$ cat src/rtl/mips_core_pkg.sv
// Shared fetch-side types and constants for the MIPS core.
// SIMULATION builds also get the stats_event hook used by the fetch perf counters.
package mips_core_pkg;

  typedef enum logic [1:0] {
    BOOT,
    RUN,
    HOLD
  } fetch_state_e;

  localparam int unsigned PC_INC           = 4;
  localparam logic [31:0] RESET_PC_DEFAULT = 32'h0040_0000;

`ifdef SIMULATION
  // Hook for the simulation statistics collector; intentionally inert here.
  function automatic void stats_event(input string name);
    string unused_name;
    unused_name = name;
  endfunction
`endif

endpackage

$ cat src/rtl/fetch_perf_counters.sv
// Saturating fetch-side event counters (stall cycles, redirects, flushes).
// Instantiated by fetch_pc_sequencer only when FETCH_PERF_EN is defined.
module fetch_perf_counters
  import mips_core_pkg::*;
(
  input  logic        clk,
  input  logic        rst_n,
  input  logic        stall,
  input  logic        redirect,
  input  logic        flush,
  output logic [31:0] perf_stall_cycles,
  output logic [31:0] perf_redirects,
  output logic [31:0] perf_flushes
);

  logic [31:0] stall_cnt_q, redirect_cnt_q, flush_cnt_q;

  always_ff @(posedge clk or negedge rst_n) begin
    if (!rst_n) begin
      stall_cnt_q    <= '0;
      redirect_cnt_q <= '0;
      flush_cnt_q    <= '0;
    end else begin
      if (stall && stall_cnt_q != '1)       stall_cnt_q    <= stall_cnt_q + 32'd1;
      if (redirect && redirect_cnt_q != '1) redirect_cnt_q <= redirect_cnt_q + 32'd1;
      if (flush && flush_cnt_q != '1)       flush_cnt_q    <= flush_cnt_q + 32'd1;
    end
  end

`ifdef SIMULATION
  always_ff @(posedge clk) begin
    if (rst_n && redirect) stats_event("fetch_redirect");
  end
`endif

  assign perf_stall_cycles = stall_cnt_q;
  assign perf_redirects    = redirect_cnt_q;
  assign perf_flushes      = flush_cnt_q;

endmodule

$ cat src/rtl/fetch_pc_sequencer.sv
// Fetch PC register and epoch: advances, holds under stall, or takes a redirect (redirect wins).
// Define FETCH_PERF_EN to add saturating stall/redirect/flush counters on extra outputs.
module fetch_pc_sequencer
  import mips_core_pkg::*;
#(
  parameter int unsigned           ADDR_WIDTH = 32,
  parameter logic [ADDR_WIDTH-1:0] RESET_PC   = ADDR_WIDTH'(RESET_PC_DEFAULT),
  parameter int unsigned           EPOCH_W    = 2
) (
  input  logic                  clk,
  input  logic                  rst_n,
  input  logic                  i2i_stall,
  input  logic                  i2i_flush,
  input  logic                  load_pc_we,
  input  logic [ADDR_WIDTH-1:0] load_pc_new_pc,
  output logic [ADDR_WIDTH-1:0] fetch_pc,
  output logic                  fetch_valid,
  output logic [EPOCH_W-1:0]    fetch_epoch,
  output logic                  redirect_taken
`ifdef FETCH_PERF_EN
  ,
  output logic [31:0]           perf_stall_cycles,
  output logic [31:0]           perf_redirects,
  output logic [31:0]           perf_flushes
`endif
);

  fetch_state_e          state_q, state_d;
  logic [ADDR_WIDTH-1:0] pc_q, pc_d;
  logic [EPOCH_W-1:0]    epoch_q, epoch_d;
  logic                  valid_q, valid_d;
  logic                  redirect_q;

  always_comb begin
    state_d = state_q;
    pc_d    = pc_q;
    epoch_d = epoch_q;
    // The I-cache keeps no record of missed requests, so a redirect is never held off by stall.
    if (load_pc_we) begin
      pc_d    = load_pc_new_pc;
      epoch_d = epoch_q + EPOCH_W'(1);
    end else if (state_q != BOOT && !i2i_stall) begin
      pc_d = pc_q + ADDR_WIDTH'(PC_INC);
    end
    if (state_q == BOOT && !load_pc_we) begin
      state_d = RUN;
    end else begin
      state_d = i2i_stall ? HOLD : RUN;
    end
    valid_d = !(i2i_flush && !load_pc_we);
  end

  always_ff @(posedge clk or negedge rst_n) begin
    if (!rst_n) begin
      state_q    <= BOOT;
      pc_q       <= RESET_PC;
      epoch_q    <= '0;
      valid_q    <= 1'b0;
      redirect_q <= 1'b0;
    end else begin
      state_q    <= state_d;
      pc_q       <= pc_d;
      epoch_q    <= epoch_d;
      valid_q    <= valid_d;
      redirect_q <= load_pc_we;
    end
  end

  assign fetch_pc       = pc_q;
  assign fetch_valid    = valid_q;
  assign fetch_epoch    = epoch_q;
  assign redirect_taken = redirect_q;

`ifdef FETCH_PERF_EN
  fetch_perf_counters u_perf (
    .clk               (clk),
    .rst_n             (rst_n),
    .stall             (i2i_stall && !load_pc_we),
    .redirect          (load_pc_we),
    .flush             (i2i_flush),
    .perf_stall_cycles (perf_stall_cycles),
    .perf_redirects    (perf_redirects),
    .perf_flushes      (perf_flushes)
  );
`endif

endmodule
$ cat config.mk
export PLATFORM = sky130hd
export DESIGN_NAME = fetch_pc_sequencer
export DESIGN_NICKNAME = d
export VERILOG_FILES = /design/src/rtl/mips_core_pkg.sv /design/src/rtl/fetch_perf_counters.sv /design/src/rtl/fetch_pc_sequencer.sv
export SDC_FILE = /design/constraint.sdc
export NUM_CORES = 1
export LEC_CHECK = 0
export ABC_CLOCK_PERIOD_IN_PS = 1750
export BUFFER_PORTS_ARGS = -buffer_cell sky130_fd_sc_hd__buf_4
export CAP_MARGIN = 10
export CORE_ASPECT_RATIO = 0.5
export CORE_MARGIN = 2
export CORE_UTILIZATION = 25
export CTS_CLUSTER_DIAMETER = 150
export DETAILED_ROUTE_END_ITERATION = 7
export HOLD_SLACK_MARGIN = 0.12
export PLACE_DENSITY_LB_ADDON = 0.08
export SLEW_MARGIN = 10
export SYNTH_ARGS = -nofsm -noshare
export SYNTH_HDL_FRONTEND = slang
export SYNTH_SLANG_ARGS = --single-unit
export TNS_END_PERCENT = 30
$ cat constraint.sdc
create_clock -name clk -period 1.75 [get_ports clk]
set_input_delay 0.2625 -clock clk [delete_from_list [all_inputs] [get_ports clk]]
set_output_delay 0.2625 -clock clk [all_outputs]
set_load 0.01 [all_outputs]
# After elaboration in Yosys (flattened, before gate mapping)
# Index checks and enable logic that the tools add are counted.
# totals
reg_bits	38
input_bits	37
wordCells	20
# op_classes
n_addsub	2
n_mux	4
reduce_logical	9
# op_table
operator	count
$mux 32	2
$add 32x3->32 const B	1
$mux 2	2
$reduce_bool 2->1	2
$logic_and 1x1->1	3
$logic_not 1->1	3
$add 2x1->2 const B	1
$logic_not 2->1	1

# Depth between registers and ports, before layout
# Gate-level depths: netlist (run 1).
# logic_depth
ltp_word	4
depth_mapped	7
depth_no_buf	5

# Least setup slack after synthesis (run 1)
# No wires, ideal clock.
# synth_path
kind	register to register
from	register pc_q[2], in the netlist fetch_pc[2]
to	register pc_q[18], in the netlist fetch_pc[18]
t_arrival_ns	1.934
t_required_ns	1.681
path_slack_ns	-0.253
path_stages_with_launch	8
n_path_buf	2
path_cell_list	dfrtp_1 -> ha_1 -> nand2_1 -> or4_1 -> clkbuf_1 -> buf_2 -> or4_1 -> nand3_1
# synth_between
elab_chain_cells	3
# synth_lines
item	line	rtl
start, declared	fetch_pc_sequencer.sv:29	logic [ADDR_WIDTH-1:0] pc_q, pc_d;
start signal, assigned	fetch_pc_sequencer.sv:62	pc_q <= pc_d;
$add 32x3->32	fetch_pc_sequencer.sv:43	pc_d = pc_q + ADDR_WIDTH'(PC_INC);
$mux 32	fetch_pc_sequencer.sv:42	end else if (state_q != BOOT && !i2i_stall) begin
$mux 32	fetch_pc_sequencer.sv:39	if (load_pc_we) begin
# No other way between the ends. The select of a mux whose other input is x is not followed.
# A chain may end at the register's enable or synchronous reset.

# Final worst setup path (run 1)
# layout_path
from	register pc_q[2], in the netlist fetch_pc[2]
to	register pc_q[28], in the netlist fetch_pc[28]
# The elaborated chain is that of the path after synthesis.

==> out/summary.txt, run 1 <==
number of synthesized flops with an enable pin - 0
Sinks on Clock Net - 38
Worst R2R Start - fetch_pc[2]
grt met2 use - 0.230
final worst path period share - 1.11
met1 Resource Use GR - 0.194
CTS clk-pin slew, worst paths - 0.06 ns
Final Max Slew Viols - 0
Ys Warns - 0
Hold Fails Final Rpt - 0
GRT overflow - 0
Min Hold Slack - 0.133 ns
Mapped Nets - 262
fmax - 516 MHz
Die Ht - 68.0 µm
part of the power in combinational logic - 0.249
post-route antenna net violation count - 0
fin util - 0.393
number of global-route vias before repair - 2026
fin cells - 441
# rows - 23
GRT busiest layer - met2
R2R depth - 6
failing checks - negative setup slack
DP Wirelength - 4380 µm
placed cells - 429
max_cap viols - 0
Top FF cell, synth - dfrtp_1
HP Class - in -> reg
WHS Endpoint - fetch_valid
Critical Path Max Stage Delay - 0.50 ns
Final setup viols - 15
1st-pass router iterations - 4
CP cell instances - ha_2 > nand2_2 > or4_4 > buf_6 > or4_1 > a31oi_1
Root Buffer - clkbuf_16
IO Port Bufs - 72
deepest clock path buffer count - 2
Seq pwr share - 0.414
Hold Path Depth - 2
Post-Synthesis Cells - 224
Max-slew headroom - 0.643
final worst slack - -0.186 ns
Via density - 4.78
R2R Setup Slk - -0.19 ns
initial antenna violation count - 0
pre-CTS setup slack - -0.290 ns
Int Pwr - 1.87 mW
# fillers - 862
total track usage - 0.144
core area - 7970 µm²
Seq/Total Area, Yosys - 0.464
Clk pwr share - 0.337
NumNets Final - 366
Lkg Pwr - 1.32 nW
commonest non-fill, non-tap cell in the layout - buf_4
Crit-path slowest cell - or4_4
Peak VDD IR - 308 µV
total die area - 8990 µm²
share of cells above drive strength 1 - 0.389
FFs w/ async S/R, synth - 1.00
Fin Clk Skew - 0.00521 ns
WP data required - 1.95 ns
H-Tree Depth - 2
crit path kind - reg -> reg
Mean Syn Cell Area - 9.15 µm²
global-route met3 utilization - 0.0415
Hold Crit Start - i2i_flush
r2r endpoint - fetch_pc[28]
Wirelength per Cell - 13.9 µm
Clock Latency Late Sink - 0.28 ns
Critical Path End Type - register
number of primary I/O pins - 73
Placer Congestion - 0.741
most frequent cells in the layout - buf_4, dfrtp_1, nand2_1
#FFs+latches synth - 38
CTS tree - done
post-synthesis cell area - 2050 µm²
DRT iter0 DRCs - 118
Inserted Clock Buffers - 5
Crit path arrival time - 2.14 ns
status - complete, but fails checks
Psw - 0.714 mW
Slew @ Worst Pin - 0.536 ns
Initial Util - 0.257
DRC - 0
RSZ-0062 raised after global routing - yes
ant diodes - 0
Worst setup SP type - register
Sw Ratio - 0.276
Die X - 132 µm
DR vias - 2106
Area Overhead vs Synth - 52.6%
Pwr Density - 825 nW/µm²
crit-path max FO - 8
Yosys cell types - 32
largest net degree at the start of global routing - 39
Final min period - 1.94 ns
final setup TNS - -1.64 ns
Detailed Route WL - 6120 µm
first-pass GRT wire length - 10100 µm
[flip-flops by register name, indices dropped and copies added (netlist names)]
name            cells
fetch_epoch         2
fetch_pc           32
fetch_valid         1
redirect_taken      1
state_q             2
[worst max-delay path: cells and delay by family (launching register included)]
family	cells	cell delay, ns
fa+ha+maj	1	0.21
compound gates	1	0.16
flops	1	0.37
simple gates	3	0.97
buf+inv	1	0.16
[logic make-up (layout without fill, tap and decap cells)]
group / Yosys count / after routing / share of synthesized area
AO/OA/AOI/OAI: 51 / 51 / 0.170
AND/OR/NAND/NOR: 104 / 104 / 0.265
flip-flops: 38 / 38 / 0.464
adder cells (fa/ha/maj): 1 / 1 / 0.00610
XOR/XNOR: 10 / 10 / 0.0427
buffers and inverters: 17 / 122 / 0.0360
multiplexers: 3 / 3 / 0.0159
[per-layer routing]
layer	wire, µm	vias to the layer above
li1	-	1058
met1	3010	995
met2	2740	48
met3	325	5
met4	51	0
met5	0	-
[worst max-delay path by stage]
stage | cells past startpoint | from | endpoint | slack, ns
2_1_floorplan | 7 | fetch_pc[2] | fetch_pc[18] | -0.18
3_3_place_gp | 6 | i2i_stall | fetch_pc[29] | -0.27
3_5_place_dp | 6 | i2i_stall | fetch_pc[29] | -0.29
4_1_cts | 6 | fetch_pc[2] | fetch_pc[30] | -0.20
5_1_grt | 6 | fetch_pc[2] | fetch_pc[28] | -0.26
6_report | 6 | fetch_pc[2] | fetch_pc[28] | -0.19
[power by group through the flow]
stage	clock [mW]	sequential (mW)	combinational, mW
6_report	0.870	1.07	0.644
5_1_grt	0.949	1.08	0.715
4_1_cts	0.910	1.07	0.652
3_5_place_dp	0	1.08	0.636
3_3_place_gp	0	1.08	0.631
2_1_floorplan	0	1.14	0.189
[through the flow]
| stage | area, µm² | power (mW) |
|---|---|---|
| after floorplan | 2060 | 1.33 |
| after global placement | 2950 | 1.71 |
| final | 3130 | 2.58 |
| after detailed placement | 2950 | 1.72 |
| after global routing | 3130 | 2.75 |
| after CTS | 3130 | 2.63 |
[cell type report]
type | instances | area [µm²] | share of cell area
Timing Repair Buffer | 110 | 842 | 0.269
Inverter | 4 | 15.0 | 0.00480
Tap cell | 112 | 140 | 0.0448
Multi-Input combinational cell | 169 | 1040 | 0.333
Sequential cell | 38 | 955 | 0.305
Clock buffer | 8 | 136 | 0.0436
[repair_timing]
item | 4_1_cts | 5_1_grt
hold buffers | 1 | 0
pin swaps | 3 | 9
endpoints found under the hold margin | 37 | 0
setup endpoints to repair | 16 | 16
gates cloned | 1 | 0
buffers inserted | 2 | 1
gates resized for setup | 5 | 1
[synthesized netlist by cell type (3+ instances only)]
cell type | n | area (µm²)
o31ai_1 | 13 | 97.6
nand3_1 | 11 | 55.1
a31oi_1 | 17 | 106
or3_1 | 4 | 25.0
nand4_1 | 9 | 56.3
and4_1 | 4 | 35.0
dfrtp_1 | 37 | 926
clkbuf_1 | 10 | 37.5
nor3_1 | 3 | 15.0
and2_1 | 3 | 18.8
xor2_1 | 4 | 35.0
nor2_1 | 22 | 82.6
and3_1 | 3 | 18.8
nand2_1 | 27 | 101
or4_1 | 16 | 120
xnor2_1 | 6 | 52.6
inv_1 | 4 | 15.0
o21ai_0 | 13 | 65.1
Power figures use the tool's default switching activity.
==> inputs of run 2 (changes only) <==
- ABC_CLOCK_PERIOD_IN_PS: 1750 -> 1900
- CORE_MARGIN: 2 -> not set
- clock period: 1.75 -> 1.9 ns (I/O delays scaled with it)
==> out/summary.txt, run 2 (synthesized netlist as in run 1, its figures left out) <==
status - complete, but fails checks
failing checks - negative setup slack
DP Area - 2890 µm² (-2.0%)
Critical Path Max Stage Delay - 0.50 ns (about the same)
CP cell instances - ha_2 > nand2_2 > or4_4 > buf_6 > or4_1 > a31oi_1
Fin Clk Skew - 0.00399 ns (-0.00122 ns)
Inserted Clock Buffers - 5 (unchanged)
most frequent cells in the layout - buf_4, dfrtp_1, nand2_1
NumNets Final - 363 (-0.82%)
Wirelength per Cell - 13.8 µm (-0.45%)
Die X - 130 µm (-1.5%)
ant diodes - 0 (unchanged)
max reg flops - 32 (unchanged)
final worst slack - -0.0392 ns (+0.147 ns)
Hold Crit Start - i2i_flush
fmax - 516 MHz (-0.15%)
DRC - 0 (unchanged)
max_cap viols - 0 (unchanged)
Slew @ Worst Pin - 0.531 ns (-0.00439 ns)
initial antenna violation count - 0 (unchanged)
WP data required - 2.09 ns (+0.14 ns)
Root Buffer - clkbuf_16
Via density - 4.72 (-1.2%)
Clock Latency Late Sink - 0.28 ns (about the same)
Sinks on Clock Net - 38 (unchanged)
R2R depth - 6 (unchanged)
Final Max Slew Viols - 0 (unchanged)
H-Tree Depth - 2 (unchanged)
Final setup viols - 6 (-9)
Area Overhead vs Synth - 52.1%
core area - 7620 µm² (-4.3%)
Initial Util - 0.269 (+0.0117)
HP Class - in -> reg
Pwr Density - 757 nW/µm² (-8.2%)
DP Wirelength - 4190 µm (-4.4%)
WHS Endpoint - fetch_valid
deepest clock path buffer count - 2 (unchanged)
total track usage - 0.147 (+0.00264)
Placer Congestion - 0.727 (-1.8%)
IO Port Bufs - 72 (unchanged)
Crit-path slowest cell - or4_4
Peak VDD IR - 309 µV (+0.30%)
Lkg Pwr - 1.31 nW (-0.83%)
first-pass GRT wire length - 9610 µm (-4.6%)
RSZ-0062 raised after global routing - yes
number of primary I/O pins - 73 (unchanged)
Final min period - 1.94 ns (+0.00283 ns)
final worst path period share - 1.02 (-0.0859)
DR vias - 2048 (-2.8%)
DRT iter0 DRCs - 82 (-31%)
crit path kind - reg -> reg
Hold Fails Final Rpt - 0 (unchanged)
largest net degree at the start of global routing - 39 (unchanged)
total die area - 8590 µm² (-4.4%)
GRT overflow - 0 (unchanged)
number of global-route vias before repair - 1971 (-2.7%)
CTS clk-pin slew, worst paths - 0.06 ns (about the same)
# fillers - 793 (-8.0%)
commonest non-fill, non-tap cell in the layout - buf_4
fin util - 0.409 (+0.0165)
# rows - 22 (-4.3%)
Crit path arrival time - 2.13 ns (about the same)
CTS tree - done
Min Hold Slack - 0.156 ns (+0.0221 ns)
Die Ht - 66.0 µm (-2.9%)
Hold Path Depth - 2 (unchanged)
Max-slew headroom - 0.646 (+0.00293)
R2R Setup Slk - -0.04 ns (+0.15 ns)
1st-pass router iterations - 4 (unchanged)
Worst R2R Start - fetch_pc[3]
post-route antenna net violation count - 0 (unchanged)
Detailed Route WL - 6000 µm (-2.0%)
r2r endpoint - fetch_pc[20]
Critical Path End Type - register
Worst setup SP type - register
crit-path max FO - 7 (-1)
Final Instance Area - 3120 µm² (-0.32%)
share of cells above drive strength 1 - 0.390 (+0.000513)
run 2: cell count changes in the layout (fill, tap and decap cells not counted), sizes merged:
cell | previous run | this run
buf | 109 | 106
run 2: how the worst max path moves through the flow:
stage | startpoint | cells after the start | slack, ns | to
6_report | fetch_pc[3] | 6 | -0.04 | fetch_pc[20]
5_1_grt | fetch_pc[3] | 6 | -0.11 | fetch_pc[28]
4_1_cts | fetch_pc[2] | 6 | -0.06 | fetch_pc[20]
3_5_place_dp | fetch_pc[3] | 6 | -0.15 | fetch_pc[20]
3_3_place_gp | i2i_stall | 6 | -0.11 | fetch_pc[31]
2_1_floorplan | fetch_pc[2] | 7 | -0.03 | fetch_pc[18]
run 2: area by class of cell:
type                       count  area [µm²]  share of cell area
timing repair buffer         107         826               0.265
inverter                       4        15.0             0.00481
clock buffer                   8         136              0.0437
multi-input combinational    169        1050               0.337
sequential                    38         955               0.306
tap                          108         135              0.0433
run 2: through the flow:
step	total power, mW	setup WS [ns]	cells	setup TNS [ns]
2_1_floorplan	1.23	-0.0335	224	-0.116
3_3_place_gp	1.55	-0.113	418	-1.02
3_5_place_dp	1.56	-0.149	418	-1.38
4_1_cts	2.39	-0.0648	433	-0.228
5_1_grt	2.50	-0.113	434	-0.877
6_report	2.36	-0.0392	434	-0.103
run 2: critical path, delay by kind of cell (launching register included):
family                   cells  cell delay (ns)
AND/OR/NAND/NOR              3             0.96
flip-flops                   1             0.37
adder cells (fa/ha/maj)      1             0.20
buffers and inverters        1             0.16
AO/OA/AOI/OAI                1             0.16
run 2: timing repair:
action,4_1_cts,5_1_grt
hold buffers,1,0
hold endpoints to repair,37,0
cloned,1,0
resized for setup,6,3
pin swaps,7,4
setup endpoints to repair,14,14
setup buffers,5,1
run 2: routing by layer:
metal  wire length [µm]  up-vias  track usage
met3                279        4       0.0405
li1                   -     1044            -
met5                  0        -            0
met1               2990      952        0.192
met4                 63        0       0.0392
met2               2660       48        0.239
run 2: where the power goes:
group	total [mW]	internal, mW	switching [mW]
Sequential	0.996	0.905	0.0906
Combinational	0.566	0.314	0.252
Clock	0.801	0.488	0.313
Total	2.36	1.71	0.656
